**config.mk**
```make
export PLATFORM = sky130hd
export DESIGN_NAME = mem_bus_arbiter
export DESIGN_NICKNAME = d
export VERILOG_FILES = /design/src/rtl/mem_bus_pkg.sv /design/src/rtl/mem_bus_arbiter_rr_arb2.sv /design/src/rtl/mem_bus_arbiter.sv
export SDC_FILE = /design/constraint.sdc
export NUM_CORES = 1
export LEC_CHECK = 0
export BUFFER_PORTS_ARGS = -buffer_cell sky130_fd_sc_hd__buf_2
export CELL_PAD_IN_SITES_DETAIL_PLACEMENT = 1
export CELL_PAD_IN_SITES_GLOBAL_PLACEMENT = 2
export CORE_UTILIZATION = 19
export CTS_CLUSTER_SIZE = 25
export DETAILED_ROUTE_END_ITERATION = 8
export GPL_TIMING_DRIVEN = 0
export PLACE_DENSITY = 0.76
export SLEW_MARGIN = 10
export SYNTH_ARGS = -nofsm -noshare
export SYNTH_HDL_FRONTEND = slang
export SYNTH_SLANG_ARGS = --single-unit
```
**constraint.sdc**
```tcl
create_clock -name clock -period 1.74 [get_ports clock]
set_input_delay 0.174 -clock clock [delete_from_list [all_inputs] [get_ports clock]]
set_output_delay 0.174 -clock clock [all_outputs]
set_load 0.01 [all_outputs]
```
**src/rtl/mem_bus_pkg.sv**
```systemverilog
// Shared types and constants for the CPU/DMA memory bus arbiter.
// ROM write protection is enabled with the ARB_ROM_PROTECT_EN macro.
package mem_bus_pkg;
  localparam int ADDR_W_DEF = 19;
  localparam int DATA_W_DEF = 8;

  // System memory map: ROM window is address[18:13] == ROM_BASE_HI
  localparam logic [5:0]  ROM_BASE_HI   = 6'd4;
  localparam logic [18:0] RAM_BASE      = 19'h0B000;
  localparam logic [18:0] UART_ADDR     = 19'h3F201;
  localparam logic [18:0] SIM_STOP_ADDR = 19'h3F900;

  localparam logic LG_C = 1'b0;
  localparam logic LG_D = 1'b1;

  typedef enum logic [1:0] {
    IDLE  = 2'd0,
    GNT_C = 2'd1,
    GNT_D = 2'd2
  } arb_state_t;

  function automatic logic in_rom(input logic [5:0] addr_hi);
    return addr_hi == ROM_BASE_HI;
  endfunction
endpackage

```
**src/rtl/mem_bus_arbiter_rr_arb2.sv**
```systemverilog
// Two-input picker: round-robin on ties, or fixed CPU priority when
// CPU_PRIORITY is set.
module rr_arb2
  import mem_bus_pkg::*;
#(
  parameter bit CPU_PRIORITY = 1'b0
) (
  input  logic eff_c,
  input  logic eff_d,
  input  logic last_grant,
  output logic gnt_c,
  output logic gnt_d
);
  logic c_wins_tie;

  assign c_wins_tie = CPU_PRIORITY | (last_grant == LG_D);
  assign gnt_c      = eff_c & (~eff_d | c_wins_tie);
  assign gnt_d      = eff_d & ~gnt_c;
endmodule

```
**src/rtl/mem_bus_arbiter.sv**
```systemverilog
// Single-cycle req/ack arbiter sharing the memory bus between CPU (C) and DMA (D).
// Define ARB_ROM_PROTECT_EN to suppress writes into the ROM window and add rom_wr_err.
module mem_bus_arbiter
  import mem_bus_pkg::*;
#(
  parameter int ADDR_W       = ADDR_W_DEF,
  parameter int DATA_W       = DATA_W_DEF,
  parameter bit CPU_PRIORITY = 1'b0
) (
  input  logic              clock,
  input  logic              reset,
  input  logic              c_req,
  input  logic              c_we,
  input  logic [ADDR_W-1:0] c_addr,
  input  logic [DATA_W-1:0] c_wdata,
  output logic [DATA_W-1:0] c_rdata,
  output logic              c_ack,
  input  logic              d_req,
  input  logic              d_we,
  input  logic [ADDR_W-1:0] d_addr,
  input  logic [DATA_W-1:0] d_wdata,
  output logic [DATA_W-1:0] d_rdata,
  output logic              d_ack,
  output logic [ADDR_W-1:0] mem_address,
  output logic              mem_write_en,
  output logic [DATA_W-1:0] mem_wdata,
  input  logic [DATA_W-1:0] mem_rdata,
`ifdef ARB_ROM_PROTECT_EN
  output logic              rom_wr_err,
`endif
  output logic              busy
);
  arb_state_t        state, state_nxt;
  logic              last_grant;
  logic              eff_c, eff_d, gnt_c, gnt_d;
  logic              sel_we, wr_block;
  logic [ADDR_W-1:0] sel_addr;
  logic [DATA_W-1:0] sel_wdata;

  // A port's ack cycle masks its still-high req so it is not granted twice
  assign eff_c = c_req & ~c_ack;
  assign eff_d = d_req & ~d_ack;

  rr_arb2 #(.CPU_PRIORITY(CPU_PRIORITY)) u_arb (
    .eff_c     (eff_c),
    .eff_d     (eff_d),
    .last_grant(last_grant),
    .gnt_c     (gnt_c),
    .gnt_d     (gnt_d)
  );

  always_comb begin
    state_nxt = state;
    case (state)
      IDLE: begin
        if (gnt_c)      state_nxt = GNT_C;
        else if (gnt_d) state_nxt = GNT_D;
      end
      GNT_C, GNT_D: state_nxt = IDLE;
      default:      state_nxt = IDLE;
    endcase
  end

  always_comb begin
    sel_addr  = '0;
    sel_wdata = '0;
    sel_we    = 1'b0;
    busy      = 1'b0;
    case (state)
      GNT_C: begin
        sel_addr  = c_addr;
        sel_wdata = c_wdata;
        sel_we    = c_we;
        busy      = 1'b1;
      end
      GNT_D: begin
        sel_addr  = d_addr;
        sel_wdata = d_wdata;
        sel_we    = d_we;
        busy      = 1'b1;
      end
      default: ;
    endcase
  end

`ifdef ARB_ROM_PROTECT_EN
  assign wr_block = sel_we & in_rom(sel_addr[ADDR_W-1 -: 6]);
`else
  assign wr_block = 1'b0;
`endif

  assign mem_address  = sel_addr;
  assign mem_wdata    = sel_wdata;
  assign mem_write_en = sel_we & ~wr_block;

  always_ff @(posedge clock or negedge reset) begin
    if (!reset) begin
      state      <= IDLE;
      last_grant <= LG_D;
      c_ack      <= 1'b0;
      d_ack      <= 1'b0;
      c_rdata    <= '0;
      d_rdata    <= '0;
    end else begin
      state <= state_nxt;
      c_ack <= (state == GNT_C);
      d_ack <= (state == GNT_D);
      if (state == GNT_C) begin
        last_grant <= LG_C;
        if (!c_we) c_rdata <= mem_rdata;
      end
      if (state == GNT_D) begin
        last_grant <= LG_D;
        if (!d_we) d_rdata <= mem_rdata;
      end
    end
  end

`ifdef ARB_ROM_PROTECT_EN
  // Error pulse lines up with the ack of the blocked write
  always_ff @(posedge clock or negedge reset) begin
    if (!reset) rom_wr_err <= 1'b0;
    else        rom_wr_err <= wr_block;
  end
`endif
endmodule

```
==> impl_metrics.toml <==
[worst_setup_path]
critPathKind = "register to output pin"
cp_max_fo = 6
worst_ep_arrival_time_ns = 1.63
cp-end-kind = "output pin"
required_ns = 1.57
critPathLaunchType = "register"

[placement]
gp_congestion = 0.702
dp_hpwl_mm = 3.41
numPortBuffers = 114

[timing]
fin_hold_ws_ns = 0.157
postLayoutSetupSlackWorst_ns = -0.0627
timing.fmax_ghz = 0.555
rsz0062_at_grt = "yes"
final_hold_viol_count = 0
fin_worst_skew_ns = 0.00189
finalCritPeriodShare = 1.04
maxSlewViolCount = 0
worst-slew-pin-transition_ns = 0.488
setup_viol = 25
finalCriticalPeriod_ns = 1.80
slew_headroom = 0.675

[floorplan]
die_h_microns = 80.4
initial_core_util = 0.197
rows = 28
dieWidth_microns = 80.4
core-area_sq_um = 5920
dieArea_sq_um = 6470
pin_count = 115

[cells_and_area]
multi_input_area_sq_um = 598
fillCellCount = 714
syn2layout_area_growth_pct = 72.4
num_antenna_cells = 0
layout.area.seq_sq_um = 527
nets = 295
final_util = 0.340
drive_above_1_share = 0.725

[yosys]
avgSynthCellArea_sq_um = 12.6
ys_seq_area_frac = 0.451
netlist.area_leader.share = 0.428
synth_fp_nets = 165
syn_area_sq_um = 1170
synth_area_leaders = "dfrtp_1 43%, a22o_1 20%, mux2_2 16%"
synth_largest_area_cell = "dfrtp_1"
ys_types = 19
yosys_register_bits = 21
yosysWarnings = 0
synthCells = 93

[detailed_routing]
vias_per_cell = 4.47
wl_met3_microns = 638
wl_per_cell_microns = 15.0
drc = 0
drtAntennaViolNets = 0
drtIter0Drc = 9
wl_met1_mm = 1.68
met2WireLength_mm = 2.11
drt_pass1_iterations = 3
topRoutingLayerUsed = "met4"
vias = 1327
drt_wl_total_mm = 4.46

[pwr]
power.density_nw_per_um2 = 1620
power.leakage_nw = 1.10
ir_drop_v = 0.000764

[global_route]
overflow = 0
track_usage = 0.133
grt_pass1_wl_mm = 6.53
grt_antenna_before_repair = 0
grt_max_degree = 22
grt_pass1_vias = 1343

[job]
maxCapViolCount = 0

[run_status]
failed_checks = "negative setup slack"
outcome = "finished, violations left"

[worst_hold_path]
hold_path.class = "input pin to register"

[clock_tree]
clockBufferDepth = 2
clk_latency_ns = 0.26
clock-sinks = 21
h-tree-depth = 1
numCtsBuffers = 3
cts_root_buffer = "clkbuf_8"
cts_tree = "built"
cts.clk_slew.worst_paths_ns = 0.08
[routing by layer]
| layer | track usage | vias up |
|---|---|---|
| li1 | - | 609 |
| met1 | 0.136 | 632 |
| met2 | 0.248 | 82 |
| met3 | 0.0466 | 4 |
| met4 | 0.0429 | 0 |
| met5 | 0 | - |
[power breakdown]
| group | switching, W | total, W | internal (W) |
|---|---|---|---|
| clock | 0.000157 | 0.000317 | 0.000159 |
| combinational | 0.000967 | 0.00208 | 0.00111 |
| sequential | 0.000121 | 0.000857 | 0.000736 |
[worst max-delay path: stages (launching register included)]
cell and delay [ns]:
dfrtp_1 0.41, inv_2 0.10, ha_4 0.22, and2_4 0.18, buf_6 0.13, a22o_1 0.20
buf_2 0.14
[cells in the mapped netlist]
library cell  instances
nand2b_1              2
and2_4                2
inv_1                 2
o21ai_0               1
a21oi_1               1
buf_4                 2
buf_6                 4
ha_1                  4
o21a_1                1
nor2b_1               3
a22o_1               27
buf_2                 2
dfstp_2               1
nand3_1               1
dfrtp_1              20
a22oi_1               1
mux2_2               17
nand2_1               1
nor2_1                1
[per-stage QoR]
stage	power, W	std cells	instance area [sq um]	worst slack, ns	TNS, ns
after floorplan	0.00195	93	1170	0.118	0
after global placement	0.00264	282	1830	-0.0281	-0.337
after detailed placement	0.00267	282	1830	-0.0388	-0.626
after CTS	0.00324	295	1990	-0.0773	-1.48
after global routing	0.00350	297	2010	-0.143	-3.07
final	0.00326	297	2010	-0.0627	-1.23
[layout by cell type, fill, tap and decap left out, types with 2 or more instances in the layout]
| master | count |
|---|---|
| a22o_1 | 27 |
| and2_4 | 3 |
| buf_2 | 114 |
| buf_4 | 5 |
| buf_6 | 11 |
| clkbuf_8 | 3 |
| dfrtp_1 | 20 |
| ha_2 | 2 |
| inv_2 | 2 |
| mux2_2 | 17 |
| nand2b_1 | 2 |
| nor2b_1 | 3 |
[what timing repair did]
action / 4_1_cts / 5_1_grt
gates cloned: 6 / 0
buffers inserted: 4 / 2
hold buffers: 1 / 0
pin swaps: 21 / 0
hold endpoints to repair: 20 / 0
endpoints found under the setup margin: 27 / 27
resized for setup: 16 / 5
[layout make-up]
cell class	instances	share of cell area
clock inverter	1	0.00248
tap	75	0.0466
buffer	6	0.0304
inverter	2	0.00373
timing repair buffer	125	0.338
multi-input combinational	64	0.297
sequential	21	0.261
clock buffer	3	0.0205
[registers in the layout, summed over array words and instances, names as in the netlist]
register    count
state           2
c_rdata         8
d_ack           1
c_ack           1
d_rdata         8
last_grant      1
[logic make-up (layout without fill, tap and decap cells)]
family          Yosys count  after routing  share of synthesized area
compound gates           31             31                      0.224
flops                    21             21                      0.451
mux                      17             17                      0.164
simple gates             10             12                     0.0525
buf+inv                  10            137                     0.0664
fa+ha+maj                 4              4                     0.0428
[worst paths after layout]
check                           slack [ns]                endpoint  depth (start not counted)                    from
max in group asynchronous             0.98  last_grant$_DFFE_PN1P_                          2                   reset
worst min register to register        0.50  c_rdata[2]$_DFFE_PN0P_                          1  c_rdata[2]$_DFFE_PN0P_
worst max-delay path                 -0.06            mem_wdata[0]                          6    state[0]$_DFFE_PN0P_
worst max register to register        0.10  d_rdata[3]$_DFFE_PN0P_                          7    state[0]$_DFFE_PN0P_
worst min-delay path                  0.16  c_rdata[4]$_DFFE_PN0P_                          2            mem_rdata[4]
min in group asynchronous             0.41  c_rdata[2]$_DFFE_PN0P_                          2                   reset
(Power assumes the default switching activity.)
